`src/rtl/ex_stage_pkg.sv`:
```
// Shared types for the EX->MEM result stage: flag bundle, entry layout, skid-buffer states.
package ex_stage_pkg;

  localparam int WIDTH_DEFAULT = 64;
  localparam int REG_W_DEFAULT = 5;

  typedef struct packed {
    logic n;
    logic z;
    logic c;
    logic v;
  } nzcv_t;

  typedef struct packed {
    logic [WIDTH_DEFAULT-1:0] result;
    nzcv_t                    nzcv;
    logic                     set_flags;
    logic [REG_W_DEFAULT-1:0] rd;
    logic                     reg_write;
  } ex_entry_t;

  typedef enum logic [1:0] {
    EMPTY = 2'd0,
    ONE   = 2'd1,
    FULL  = 2'd2
  } skid_state_t;

endpackage

```
`src/rtl/zero_detect_64.sv`:
```
// 64-input reduction-NOR split into eight byte-wide OR groups; also used by the CBZ compare.
module zero_detect_64 (
  input  logic [63:0] data_i,
  output logic        zero_o
);

  logic [7:0] group_or;

  for (genvar g = 0; g < 8; g++) begin : g_group
    assign group_or[g] = |data_i[g*8 +: 8];
  end

  assign zero_o = ~|group_or;

endmodule

```
`src/rtl/ex_result_stage.sv`:
```
// EX->MEM result stage: 2-entry skid buffer, N/Z derivation at capture, NZCV commit on output.
// Define FLAG_BYPASS_EN to expose the head entry's flags combinationally on flags_nzcv.
module ex_result_stage
  import ex_stage_pkg::*;
#(
  parameter int WIDTH = WIDTH_DEFAULT,
  parameter int REG_W = REG_W_DEFAULT
) (
  input  logic             clk,
  input  logic             reset,
  input  logic             in_valid,
  output logic             in_ready,
  input  logic [WIDTH-1:0] alu_result,
  input  logic             alu_carry,
  input  logic             alu_overflow,
  input  logic             set_flags,
  input  logic [REG_W-1:0] rd,
  input  logic             reg_write,
  input  logic             flush,
  output logic             out_valid,
  input  logic             out_ready,
  output logic [WIDTH-1:0] out_result,
  output logic [REG_W-1:0] out_rd,
  output logic             out_reg_write,
  output logic [3:0]       flags_nzcv,
  output skid_state_t      dbg_state
);

  // Handshake: a transfer happens on a rising edge where valid & ready are both high;
  // valid is never withdrawn by this stage, and in_ready is a register, not a path from out_ready.

  typedef struct packed {
    logic [WIDTH-1:0] result;
    nzcv_t            nzcv;
    logic             set_flags;
    logic [REG_W-1:0] rd;
    logic             reg_write;
  } entry_t;

  entry_t      head_q, head_d, skid_q, skid_d, new_entry;
  skid_state_t state_q, state_d;
  nzcv_t       flags_q, flags_d;
  logic        in_ready_q;
  logic        in_xfer, out_xfer, result_zero;
  logic [63:0] zd_data;

  // Zero detect is a fixed 64-bit tree; narrower datapaths are zero-extended into it.
  assign zd_data = 64'(alu_result);

  zero_detect_64 u_zero_detect (
    .data_i (zd_data),
    .zero_o (result_zero)
  );

  always_comb begin
    new_entry           = '0;
    new_entry.result    = alu_result;
    new_entry.nzcv.n    = alu_result[WIDTH-1];
    new_entry.nzcv.z    = result_zero;
    new_entry.nzcv.c    = alu_carry;
    new_entry.nzcv.v    = alu_overflow;
    new_entry.set_flags = set_flags;
    new_entry.rd        = rd;
    new_entry.reg_write = reg_write;
  end

  assign out_valid = (state_q != EMPTY);
  assign in_xfer   = in_valid & in_ready_q;
  assign out_xfer  = out_valid & out_ready;

  always_comb begin
    state_d = state_q;
    head_d  = head_q;
    skid_d  = skid_q;
    flags_d = flags_q;
    // MEM has consumed the head even when a flush lands on the same edge.
    if (out_xfer && head_q.set_flags) flags_d = head_q.nzcv;
    if (flush) begin
      state_d = EMPTY;
    end else begin
      case (state_q)
        EMPTY: if (in_xfer) begin
          head_d  = new_entry;
          state_d = ONE;
        end
        ONE: begin
          if (in_xfer && out_xfer) begin
            head_d = new_entry;
          end else if (in_xfer) begin
            skid_d  = new_entry;
            state_d = FULL;
          end else if (out_xfer) begin
            state_d = EMPTY;
          end
        end
        FULL: if (out_xfer) begin
          head_d  = skid_q;
          state_d = ONE;
        end
        default: state_d = EMPTY;
      endcase
    end
  end

  always_ff @(posedge clk or negedge reset) begin
    if (!reset) begin
      state_q    <= EMPTY;
      head_q     <= '0;
      skid_q     <= '0;
      flags_q    <= '0;
      in_ready_q <= 1'b1;
    end else begin
      state_q    <= state_d;
      head_q     <= head_d;
      skid_q     <= skid_d;
      flags_q    <= flags_d;
      in_ready_q <= (state_d != FULL);
    end
  end

  assign in_ready      = in_ready_q;
  assign out_result    = head_q.result;
  assign out_rd        = head_q.rd;
  assign out_reg_write = out_valid & head_q.reg_write;
  assign dbg_state     = state_q;

`ifdef FLAG_BYPASS_EN
  assign flags_nzcv = (out_valid && head_q.set_flags) ? head_q.nzcv : flags_q;
`else
  assign flags_nzcv = flags_q;
`endif

endmodule

```
`config.mk`:
```
export PLATFORM = sky130hd
export DESIGN_NAME = ex_result_stage
export DESIGN_NICKNAME = d
export VERILOG_FILES = /design/src/rtl/ex_stage_pkg.sv /design/src/rtl/zero_detect_64.sv /design/src/rtl/ex_result_stage.sv
export SDC_FILE = /design/constraint.sdc
export NUM_CORES = 1
export LEC_CHECK = 0
export CAP_MARGIN = 5
export CORE_ASPECT_RATIO = 1.5
export CORE_UTILIZATION = 46
export CTS_CLUSTER_SIZE = 24
export DETAILED_ROUTE_END_ITERATION = 8
export GPL_TIMING_DRIVEN = 0
export PLACE_DENSITY = 0.84
export SETUP_SLACK_MARGIN = 0.1
export SLEW_MARGIN = 20
export SYNTH_ARGS = -nofsm -noshare
export SYNTH_HDL_FRONTEND = slang
export SYNTH_HIERARCHICAL = 1
export SYNTH_SLANG_ARGS = --single-unit
export TNS_END_PERCENT = 100
```
`constraint.sdc`:
```
create_clock -name clk -period 1.5 [get_ports clk]
set_input_delay 0.15 -clock clk [delete_from_list [all_inputs] [get_ports clk]]
set_output_delay 0.15 -clock clk [all_outputs]
set_load 0.005 [all_outputs]
```
==> flow_summary.json <==
{
  "synth_top_cell_area_share": 0.534,
  "grt_pass1_vias": 5694,
  "syn_avg_cell_area_sq_um": 12.1,
  "htreeDepth": 4,
  "dp_hpwl_microns": 12300,
  "cap_violations": 0,
  "r2r_slack_ps": -250,
  "die-height_microns": 155,
  "vias_per_cell": 5.23,
  "hold_viol": 0,
  "worst_slew_pin_slew_ps": 501,
  "fp.dieArea_sq_um": 16200,
  "syn_to_final_growth_pct": 51.6,
  "initial_utilization": 0.475,
  "path_max_fanout": 5,
  "synth_top_cell_by_area": "dfrtp_1",
  "cts_tree": "built",
  "status": "finished, violations left",
  "placedCellCount": 951,
  "instances_no_fill": 1031,
  "nNetsFinal": 898,
  "fill_cells": 1011,
  "ir_drop_v": 0.000822,
  "synth.area.top_cells": "dfrtp_1 53%, mux2_2 12%, mux2i_1 10%",
  "hold_slack_ps": 248,
  "met1_usage": 0.260,
  "yosysUniqueCellTypes": 27,
  "worst_slack_ps": -247,
  "clock-root-buffer": "clkbuf_16",
  "vias": 5394,
  "synth_cells": 596,
  "die_x_microns": 104,
  "routed_wl_microns": 19800,
  "ys_ff_latch": 155,
  "numClockSinks": 155,
  "drc": 0,
  "grt_max_degree": 95,
  "grt_usage": 0.231,
  "worstPathRequired_ps": 1830,
  "clkLatencyLatePin_ps": 410,
  "start_kind": "flip-flop",
  "rr_endpoint": "out_rd[0]",
  "final-max-slew-violation-count": 0,
  "finalCriticalPeriod_ps": 1750,
  "skew_ps": 5.45,
  "place_congestion": 0.834,
  "antenna_found_initial": 0,
  "use_met2": 0.420,
  "violations": "negative setup slack",
  "synth_seq_area_share": 0.537,
  "io_pins": 156,
  "p_per_area_nw_per_um2": 1290,
  "cp.arrival_ps": 2070,
  "p_leak_nw": 5.06,
  "final_cell_mix": "152 x dfrtp_1, 104 x buf_4, 78 x mux2_2",
  "insertedDiodeCount": 0,
  "ant_nets": 0,
  "core_area_sq_um": 15200,
  "dr.pass1.iters": 4,
  "min_period_over_period": 1.16,
  "mappedNetlistArea_sq_um": 7220,
  "crit_type": "flip-flop to flip-flop",
  "setup_violations": 153,
  "fmax_mhz": 572,
  "routedWlPerCell_microns": 19.2,
  "grt_setup_unrepaired": "yes",
  "globalRouteMet3Util": 0.0436,
  "timing.rr.start": "in_ready",
  "port_buffers": 155,
  "cts.clk_slew.worst_paths_ps": 60,
  "drive_above_1_share": 0.460,
  "slew_headroom": 0.666,
  "multi_input_area_sq_um": 3170,
  "ff2ff_path_depth": 7,
  "top_usage_layer": "met2",
  "rows": 55,
  "critPathCaptureType": "flip-flop",
  "grt_overflow": 0,
  "hp-class": "primary input to async pin",
  "yosys_warnings": 6,
  "dpl_worst_slack_ps": -751,
  "drtIter0Drc": 166,
  "regArea_sq_um": 3880,
  "clk_path_buf_depth": 2,
  "numCtsBuffers": 17,
  "grt_first_pass_wirelength_microns": 29200,
  "layout_commonest_cell": "dfrtp_1",
  "syn-num-nets": 674
}
[per-stage QoR]
step	util	instance area (sq um)	setup TNS (ps)	total power [mW]
global route	0.720	10900	-26980	14.8
finish	0.720	10900	-21600	14.2
floorplan	-	7260	0	7.57
CTS	0.673	10200	-24170	13.7
global placement	0.596	9060	-901070	9.07
detailed placement	0.598	9090	-54790	9.28
[flip-flops by register name, indices dropped and copies added, names as in the netlist]
name	count
flags_nzcv	4
skid_q	74
dbg_state	2
out_rd	5
in_ready	1
out_result	64
head_q	5
[synth_stat cells]
master     count
o31a_1         1
nand3b_1       2
a31oi_2        1
inv_1          1
mux2_2        78
dfrtp_1      154
nand4b_1       1
nand2b_1       1
clkbuf_4       2
and2_1         1
nor2_1        76
a21o_1         1
nor4_1        15
dfstp_2        1
a21oi_1       64
nand4_1        4
buf_4         78
buf_6         10
nor4_2         2
a21oi_2       10
nand4bb_1      1
nand2_1        1
a31oi_1        1
buf_2         12
nand3_1        3
mux2i_1       74
or2_2          1
[worst max path at each step]
stage,slack (ps),end,cells after the start,startpoint
detailed placement,-750,head_q[9],6,alu_result[22]
global route,-270,out_result[22],8,dbg_state[0]
global placement,-5530,out_result[48],1,reset
floorplan,30,skid_q[25],6,in_ready
CTS,-200,out_result[58],8,dbg_state[0]
finish,-250,out_rd[0],7,in_ready
[report_power, final]
| part | internal [mW] | switching, mW | total, mW |
|---|---|---|---|
| clock network | 2.65 | 1.68 | 4.33 |
| logic | 2.42 | 1.46 | 3.88 |
| registers | 5.26 | 0.692 | 5.95 |
[final cells by class]
| class | count | share of cell area |
|---|---|---|
| plain buffers | 102 | 0.0915 |
| clock buffers | 20 | 0.0408 |
| clock inverters | 11 | 0.0133 |
| inverters | 1 | 0.000343 |
| multi-input cells | 338 | 0.289 |
| flip-flops and latches | 155 | 0.355 |
| well taps | 199 | 0.0227 |
| repair buffers | 205 | 0.187 |
[critical path, stage by stage, from the launching register on]
cell and delay [ps]:
dfstp_2 600, nand4b_1 160, a31oi_4 240, buf_12 160, clkbuf_16 150, clkbuf_16 140
nor2_1 40, a21oi_1 150
[routing by layer]
layer / part of all wire / up-vias
li1: - / 2471
met2: 0.55 / 158
met4: 0.029 / 0
met3: 0.035 / 41
met5: 0 / -
met1: 0.39 / 2724
[logic make-up after synthesis]
group | after synthesis | synth area share
buf+inv | 103 | 0.108
flops | 155 | 0.537
compound gates | 78 | 0.0613
mux | 152 | 0.224
simple gates | 108 | 0.0695
[repair_timing]
item,CTS,global route
pin swaps,1,7
hold buffers,1,0
buffers inserted,28,9
endpoints found under the setup margin,232,154
cloned,5,6
gates resized for setup,153,130
hold endpoints to repair,60,0
(Power assumes the default switching activity.)
